<file path="src/rtl/regfile_pkg.sv">
// Shared parameter defaults and legal limits for the multi-port register file.
package regfile_pkg;

    localparam int RF_DATA_W_DEF   = 8;
    localparam int RF_ADDR_W_DEF   = 4;
    localparam int RF_NUM_RD_DEF   = 2;
    localparam bit RF_ZERO_REG_DEF = 1'b0;

    localparam int RF_DATA_W_MIN = 1;
    localparam int RF_DATA_W_MAX = 64;
    localparam int RF_ADDR_W_MIN = 1;
    localparam int RF_ADDR_W_MAX = 10;
    localparam int RF_NUM_RD_MIN = 1;
    localparam int RF_NUM_RD_MAX = 8;

endpackage

</file>
<file path="src/rtl/regfile_rd_port.sv">
// One registered read port: write-first bypass mux, data register and rvalid flop.
module regfile_rd_port
    import regfile_pkg::*;
#(
    parameter int DATA_W   = RF_DATA_W_DEF,
    parameter int ADDR_W   = RF_ADDR_W_DEF,
    parameter bit ZERO_REG = RF_ZERO_REG_DEF
) (
    input  logic              clk,
    input  logic              rst_n,
    input  logic              i_re,
    input  logic [ADDR_W-1:0] i_raddr,
    input  logic [DATA_W-1:0] i_mem_data,
    input  logic              i_we0,
    input  logic [ADDR_W-1:0] i_waddr0,
    input  logic [DATA_W-1:0] i_wdata0,
    input  logic              i_we1,
    input  logic [ADDR_W-1:0] i_waddr1,
    input  logic [DATA_W-1:0] i_wdata1,
    output logic [DATA_W-1:0] o_rdata,
    output logic              o_rvalid
);

    logic [DATA_W-1:0] r_rdata;
    logic              r_rvalid;
    logic [DATA_W-1:0] w_next;

    // Port 1 is checked last so it wins when both writes hit the read address.
    always_comb begin
        w_next = i_mem_data;
        if (i_we0 && (i_waddr0 == i_raddr)) w_next = i_wdata0;
        if (i_we1 && (i_waddr1 == i_raddr)) w_next = i_wdata1;
        if (ZERO_REG && (i_raddr == '0))    w_next = '0;
    end

    always_ff @(posedge clk or negedge rst_n) begin
        if (!rst_n) begin
            r_rdata  <= '0;
            r_rvalid <= 1'b0;
        end else begin
            r_rvalid <= i_re;
            if (i_re) r_rdata <= w_next;
        end
    end

    assign o_rdata  = r_rdata;
    assign o_rvalid = r_rvalid;

endmodule

</file>
<file path="src/rtl/regfile_mp.sv">
// Register file with two prioritised write ports and NUM_RD independent registered read ports.
module regfile_mp
    import regfile_pkg::*;
#(
    parameter int DATA_W   = RF_DATA_W_DEF,
    parameter int ADDR_W   = RF_ADDR_W_DEF,
    parameter int NUM_RD   = RF_NUM_RD_DEF,
    parameter bit ZERO_REG = RF_ZERO_REG_DEF
) (
    input  logic                     clk,
    input  logic                     rst_n,
    input  logic                     we0,
    input  logic [ADDR_W-1:0]        waddr0,
    input  logic [DATA_W-1:0]        wdata0,
    input  logic                     we1,
    input  logic [ADDR_W-1:0]        waddr1,
    input  logic [DATA_W-1:0]        wdata1,
    input  logic [NUM_RD-1:0]        re,
    input  logic [NUM_RD*ADDR_W-1:0] raddr,
    output logic [NUM_RD*DATA_W-1:0] rdata,
    output logic [NUM_RD-1:0]        rvalid,
    output logic [(1<<ADDR_W)-1:0]   entry_valid,
    output logic                     wr_conflict
);

    localparam int DEPTH = 1 << ADDR_W;

    logic [DATA_W-1:0] r_mem [DEPTH];
    logic [DEPTH-1:0]  r_entry_valid;
    logic              r_wr_conflict;
    logic              w_we0;
    logic              w_we1;
    logic              w_conflict;

    // Writes to a hardwired-zero entry vanish before bypass and conflict detection.
    assign w_we0      = we0 && !(ZERO_REG && (waddr0 == '0));
    assign w_we1      = we1 && !(ZERO_REG && (waddr1 == '0));
    assign w_conflict = w_we0 && w_we1 && (waddr0 == waddr1);

    always_ff @(posedge clk or negedge rst_n) begin
        if (!rst_n) begin
            for (int i = 0; i < DEPTH; i++) r_mem[i] <= '0;
            r_entry_valid <= '0;
            r_wr_conflict <= 1'b0;
        end else begin
            if (w_we0) begin
                r_mem[waddr0]         <= wdata0;
                r_entry_valid[waddr0] <= 1'b1;
            end
            if (w_we1) begin
                r_mem[waddr1]         <= wdata1;
                r_entry_valid[waddr1] <= 1'b1;
            end
            r_wr_conflict <= w_conflict;
        end
    end

    if (ZERO_REG) begin : g_zero_valid
        assign entry_valid = r_entry_valid | DEPTH'(1);
    end else begin : g_plain_valid
        assign entry_valid = r_entry_valid;
    end

    assign wr_conflict = r_wr_conflict;

    for (genvar g = 0; g < NUM_RD; g++) begin : g_rd
        logic [ADDR_W-1:0] w_raddr;
        assign w_raddr = raddr[g*ADDR_W +: ADDR_W];

        regfile_rd_port #(
            .DATA_W   (DATA_W),
            .ADDR_W   (ADDR_W),
            .ZERO_REG (ZERO_REG)
        ) u_rd_port (
            .clk        (clk),
            .rst_n      (rst_n),
            .i_re       (re[g]),
            .i_raddr    (w_raddr),
            .i_mem_data (r_mem[w_raddr]),
            .i_we0      (w_we0),
            .i_waddr0   (waddr0),
            .i_wdata0   (wdata0),
            .i_we1      (w_we1),
            .i_waddr1   (waddr1),
            .i_wdata1   (wdata1),
            .o_rdata    (rdata[g*DATA_W +: DATA_W]),
            .o_rvalid   (rvalid[g])
        );
    end

endmodule

</file>
<file path="config.mk">
export PLATFORM = sky130hd
export DESIGN_NAME = regfile_mp
export DESIGN_NICKNAME = d
export VERILOG_FILES = /design/src/rtl/regfile_pkg.sv /design/src/rtl/regfile_rd_port.sv /design/src/rtl/regfile_mp.sv
export SDC_FILE = /design/constraint.sdc
export NUM_CORES = 1
export LEC_CHECK = 0
export BUFFER_PORTS_ARGS = -buffer_cell sky130_fd_sc_hd__buf_2
export CELL_PAD_IN_SITES_DETAIL_PLACEMENT = 1
export CELL_PAD_IN_SITES_GLOBAL_PLACEMENT = 1
export CORE_AREA = 5 5 214 112
export CTS_BUF_LIST = sky130_fd_sc_hd__clkbuf_4 sky130_fd_sc_hd__clkbuf_8
export DETAILED_ROUTE_END_ITERATION = 8
export DIE_AREA = 0 0 219 117
export GPL_TIMING_DRIVEN = 0
export PLACE_DENSITY_LB_ADDON = 0.1
export SLEW_MARGIN = 10
export SYNTH_ARGS = -nofsm -noshare
export SYNTH_HDL_FRONTEND = slang
export SYNTH_HIERARCHICAL = 1
export SYNTH_SLANG_ARGS = --single-unit
export TNS_END_PERCENT = 20
</file>
<file path="constraint.sdc">
create_clock -name clk -period 3.2 [get_ports clk]
set_input_delay 0.64 -clock clk [delete_from_list [all_inputs] [get_ports clk]]
set_output_delay 0.64 -clock clk [all_outputs]
set_load 0.1 [all_outputs]
</file>
Word-level counts from Yosys, hierarchy flattened

Index checks and enable logic that the tools add are counted.

Bits in registers: 163
Bits in latches: 0
Memory bits (writable): 0
ROM bits: 0
Logic and storage cells: 77
Memories kept: 0

Add/subtract/negate cells: 0
Multipliers: 0
Div/mod/pow operators: 0
Magnitude comparators: 10
Equality and inequality tests: 5
Shifts and indexed selects: 0
Mux-type cells: 24
Bitwise logic cells: 6
Reduce and logical (&&, ||, !) cells: 10

Operators by type and width:

| kind                                                                   | number |
|---|---|
| 128-bit bitwise mux                                                    | 2 |
| 128-bit two-way mux                                                    | 2 |
| 8-bit two-way mux                                                      | 10 |
| 8-bit binary-select mux with 4-bit select                              | 2 |
| 8-bit demux with 4-bit select                                          | 2 |
| 16-bit two-way mux                                                     | 2 |
| 16-bit OR                                                              | 2 |
| 4-bit == test                                                          | 5 |
| 5-bit >= comparator (second input constant)                            | 4 |
| 4-bit inverter with 5-bit output                                       | 4 |
| 1-bit logical AND                                                      | 10 |
| 4-bit by 5-bit < comparator with 1-bit output (second input constant)  | 2 |
| 5-bit by 1-bit < comparator with 1-bit output (second input constant)  | 2 |
| 1-bit demux with 4-bit select                                          | 2 |
| 4-bit by 1-bit >= comparator with 1-bit output (second input constant) | 2 |
| 1-bit two-way mux                                                      | 2 |

Longest topological paths before layout

Word-level depth: 9
Gate-level depth with buffers: 7
Depth with buffers taken out: 5

Hierarchy

Netlist, hierarchy kept.

By module, submodules not included:

| module          | times used | cells each | area each (sq um) |
|---|---|---|---|
| regfile_mp      | 1          | 1011       | 9272.6 |
| regfile_rd_port | 2          | 61         | 653.1 |

Worst setup path after synthesis

OpenSTA, ideal clock, no wires.

Path type: input to register
Start: in raddr[0]
End: reg g_rd[0].u_rd_port.r_rdata[2]
Setup time: 138 ps
Arrival time: 2083 ps
Data required time: 3062 ps
Path slack: 978 ps
Cell stages on the path: 7
Path buffers: 2
Path through: clkbuf_1 buf_4 mux4_2 a22oi_1 nand2_1 mux2i_1 o221ai_2

Cells in the longest elaborated chain, start to end: 6
Elaborated cells between the ends (all ways): 10
Those cells by class: eq/ne: 2; mux: 5; bitwise: 1; reduce/logical: 2

Ends and longest elaborated chain:

| item                                                   | RTL line              | text |
|---|---|---|
| start: declaration                                     | regfile_mp.sv:19      | `input logic [NUM_RD*ADDR_W-1:0] raddr,` |
| 4-bit inverter with 5-bit output (implied by the code) | regfile_mp.sv:79      | `.i_mem_data (r_mem[w_raddr]),` |
| 8-bit binary-select mux with 4-bit select              | regfile_mp.sv:79      |  |
| 8-bit two-way mux (implied by the code) (2 in a row)   | regfile_mp.sv:79      |  |
| 8-bit two-way mux                                      | regfile_rd_port.sv:31 | `if (i_we0 && (i_waddr0 == i_raddr)) w_next = i_wdata0;` |
| 8-bit two-way mux *                                    | regfile_rd_port.sv:32 | `if (i_we1 && (i_waddr1 == i_raddr)) w_next = i_wdata1;` |
| end signal: assignment                                 | regfile_rd_port.sv:42 | `if (i_re) r_rdata <= w_next;` |
| end: declaration                                       | regfile_rd_port.sv:24 | `logic [DATA_W-1:0] r_rdata;` |

Mark *: on every way between the ends. The rest lies on a longest branch, timed or not. The select of a mux whose other input is x is not followed.
A chain may end at the register's enable or synchronous reset.

Final worst setup path

Start: in raddr[5]
End: reg g_rd[1].u_rd_port.r_rdata[4]

Cells in the longest elaborated chain, start to end: 6
Elaborated cells between the ends (all ways): 10
Those cells by class: eq/ne: 2; mux: 5; bitwise: 1; reduce/logical: 2

Ends and longest elaborated chain:

| item                                                   | RTL line |
|---|---|
| 4-bit inverter with 5-bit output (implied by the code) | regfile_mp.sv:79 |
| 8-bit binary-select mux with 4-bit select              | regfile_mp.sv:79 |
| 8-bit two-way mux (implied by the code) (2 in a row)   | regfile_mp.sv:79 |
| 8-bit two-way mux                                      | regfile_rd_port.sv:31 |
| 8-bit two-way mux *                                    | regfile_rd_port.sv:32 |
| end signal: assignment                                 | regfile_rd_port.sv:42 |
| end: declaration                                       | regfile_rd_port.sv:24 |

Marks and branches as above.

==> key figures <==
Status
  • Outcome: completed

Global routing
  • Congestion Overflow GR: 0
  • Overall routing resource usage: 0.4011
  • Number of antenna violations at the first check in global routing: 0
  • Maximum number of pins on one net before global-route repair: 93
  • First-pass GRT wire length: 73920 µm
  • Via count of the first global-routing pass: 11040

Timing
  • Final critical-path required period: 3080 ps
  • Final setup violating endpoints: 0
  • Worst Skew: ~26 ps
  • Final worst-path cycle share: 0.9625
  • RSZ-0062 raised after global routing: no
  • Hold violation count in the final report: 0
  • Slew of the pin with the lowest slew margin: approximately 1100 ps
  • Pins over their slew limit: 0
  • Worst-case headroom to the max-slew limit: 0.2484
  • Max Clk Rate: roughly 320 MHz

Layout
  • Area grow syn2layout: 11.70%
  • Area taken by multi-input logic gates: approximately 0.0057 mm²
  • Final layout net count: 1263
  • Non-filler instance count after layout: 1547
  • Number of filler instances in the final layout: around 2600
  • Reg area: ~0.004 mm²
  • Share of cells above drive strength 1: 0.1874
  • Utilization of the core after routing: 0.5334

Clock tree
  • Clock transition at path regs: roughly 90 ps
  • CTS tree: done
  • Clock Tree Buf Depth: 2
  • Clock latency reported for the late side of the worst-skew pair: 550 ps
  • TritonCTS buffer count: 17
  • Depth of the CTS H-tree: 4
  • Post-CTS Repair Setup Buffers: 0
  • Total of cells resized after clock tree synthesis: 0
  • Library cell used as clock root buffer: clkbuf_8
  • Number of sinks on the clock net: ~160
  • Hold-fix buffers at CTS: 0

Die
  • Die footprint: 0.02562 mm²
  • Die X-Extent: 219 µm
  • Top-level I/O count: between 70 and 80
  • Placeable core region: around 0.022 mm²
  • Height of the chip: 117 µm
  • Row count: 39
  • Starting density of the core: 0.4775

Worst setup path
  • Kind of end point of the critical path: flop
  • Critical path peak fanout: 10
  • Crit Reg-Reg Endpoint: g_rd[1].u_rd_port/o_rdata[4]$_DFFE_PN0P_
  • Element type at the critical path start: input port
  • Number of cells on the worst reg-to-reg path: 5
  • Required time of the worst setup path: 3600 ps
  • RR Startpoint: r_mem[44]$_DFF_PN0_
  • Cell with the largest stage delay on the worst path: clkbuf_1
  • Cell mode on critical path: clkbuf_1
  • Max stage delay on crit path: 830 ps
  • Worst reg-to-reg setup slack: around 990 ps
  • Worst path arrival time: 3480 ps
  • WS Path Type: input port to flop
  • Ordered list of cells on the worst path: buf_2, clkbuf_1, clkbuf_1, mux4_2, a22oi_1, nand2_1, mux2i_1, o221ai_2

Power and ir drop
  • Total power density per cell area: 621.4 mW/mm²
  • Leakage: 0.004110 µW
  • Power Total: 7343 µW
  • Peak supply drop: 0.3741 mV

Synthesis
  • Seq/Total Area, Yosys: 0.3856
  • Mean cell area of the mapped netlist: 9.337 µm²
  • Synth Instances: 1133
  • Library cell with the largest summed area after synthesis: dfrtp_1
  • Area share of the largest cell type after synthesis: 0.3856
  • Commonest register cell after synthesis: dfrtp_1
  • Cell area after technology mapping: about 0.011 mm²
  • Synthesized netlist net count: 1171
  • Fraction of registers with async set/reset: 1.000
  • Number of flip-flops and latches in the synthesized netlist: 163
  • Number of enable flip-flop cells after synthesis: 0
  • Largest cells by area after synthesis: dfrtp_1 (39%), mux4_2 (14%), a31oi_1 (7.6%)
  • Synthesis Warnings: 6
  • Distinct cell type count of the synthesized netlist: 37

Routing
  • First-iteration detailed-routing DRC count: about 1900
  • Number of detailed-route iterations in the first pass: 6
  • Total wire length after detailed routing: 50510 µm
  • Residual DRC: 0
  • Average detailed-routed wire length per instance: around 33 µm
  • Residual antenna-violating net count after detailed routing: 0
  • Number of vias per cell: approximately 7.3
  • Number of vias in the routed layout: between 10000 and 15000

Min path
  • Hold Path Class: input port to async pin

Placement
  • Hpwl dp: 36900 µm
  • Placed cells: 1513
  • Routability congestion estimate: approximately 1.1
  • Buffers on Ports: 72

Flow run
  • Max-cap violations: 0
-- per-stage QoR --
| step | instance area [µm²] | TNS, ps | worst slack, ps | hold WS [ps] |
|---|---|---|---|---|
| CTS | 11810 | 0 | 448.9 | 82.04 |
| finish | 11820 | 0 | 120.1 | 66.28 |
| floorplan | 10580 | 0 | 978.1 | 344.4 |
| detailed placement | 11360 | -160.0 | -110.3 | 450.4 |
| global route | 11810 | 0 | 131.1 | 109.7 |
| global placement | 11320 | -196660 | -1234 | 449.2 |
-- routing by layer --
layer | global-route usage | vias up | wire, µm
met2 | 0.5224 | 1025 | 19290
li1 | - | 4476 | -
met1 | 0.5580 | 5676 | 20580
met4 | 0.1208 | 0 | 1272
met5 | 0 | - | 0
met3 | 0.2349 | 123 | 9359
-- critical path, delay by kind of cell --
| kind | cells | cell delay (ps) |
|---|---|---|
| compound gates | 2 | 770 |
| simple gates | 1 | 150 |
| mux | 2 | 680 |
| buf+inv | 3 | 1240 |
-- state kept, by name (all words and copies together) (netlist names) --
register	cells
g_rd.u_rd_port/o_rvalid	2
g_rd.u_rd_port/o_rdata	16
r_mem	128
entry_valid	16
wr_conflict	1
-- synth_stat cells (3+ instances only) --
master / instances
a22oi_1: 32
a31oi_1: 128
and2_1: 3
buf_1: 9
buf_2: 32
buf_4: 5
clkbuf_1: 113
clkbuf_2: 3
dfrtp_1: 163
inv_1: 22
mux2i_1: 16
mux4_2: 64
nand2_1: 36
nand2b_1: 8
nand3_1: 147
nand3b_1: 20
nor2_1: 3
nor2b_1: 6
nor3_1: 128
o21ai_0: 71
o21ai_1: 57
o221ai_2: 16
or2_0: 11
or2_1: 7
xnor2_1: 3
xor2_1: 11
-- where the power goes --
group	total [µW]	internal (µW)	leakage, µW	switching, µW
clock network	1820	914	0.000220	908
registers	2950	2530	0.00190	423
logic	2570	891	0.00199	1680
-- layout make-up --
class | instances | share of cell area
Clock inverter | 11 | 0.01472
Buffer | 164 | 0.05866
Sequential cell | 163 | 0.3452
Clock buffer | 21 | 0.02340
Timing Repair Buffer | 73 | 0.03367
Inverter | 22 | 0.006989
Multi-Input combinational cell | 784 | 0.4844
Antenna cell | 2 | 0.0004236
Tap cell | 307 | 0.03251
-- cells in the final DEF, fill, tap and decap left out, types with 16 or more instances in the layout --
| cell | n |
|---|---|
| clkbuf_8 | 19 |
| dfrtp_1 | 163 |
| nor3_1 | 128 |
| nand3b_1 | 20 |
| mux4_2 | 64 |
| nand3_1 | 147 |
| o221ai_2 | 16 |
| a22oi_1 | 32 |
| clkbuf_1 | 113 |
| nand2_1 | 36 |
| mux2i_1 | 16 |
| a31oi_1 | 128 |
| o21ai_0 | 71 |
| inv_1 | 22 |
| buf_2 | 103 |
| o21ai_1 | 57 |
-- worst max-delay path by stage --
stage,start,to,slack [ps],depth (start not counted)
2_1_floorplan,raddr[0],g_rd[0].u_rd_port/o_rdata[2]$_DFFE_PN0P_,980,7
3_3_place_gp,rst_n,g_rd[1].u_rd_port/o_rvalid$_DFF_PN0_,-1230,1
3_5_place_dp,raddr[5],g_rd[1].u_rd_port/o_rdata[4]$_DFFE_PN0P_,-110,8
4_1_cts,raddr[5],g_rd[1].u_rd_port/o_rdata[4]$_DFFE_PN0P_,450,8
5_1_grt,raddr[5],g_rd[1].u_rd_port/o_rdata[4]$_DFFE_PN0P_,130,8
6_report,raddr[5],g_rd[1].u_rd_port/o_rdata[4]$_DFFE_PN0P_,120,8
-- logic make-up (layout without fill, tap and decap cells) --
family,count (synthesis),count (layout),share of synthesized area
mux,80,80,0.1514
flops,163,163,0.3856
buf+inv,186,291,0.07333
other cells,0,2,0
compound gates,308,308,0.1852
simple gates,382,382,0.1929
xor+xnor,14,14,0.01159
No activity file was read; power rests on OpenSTA's default activity.
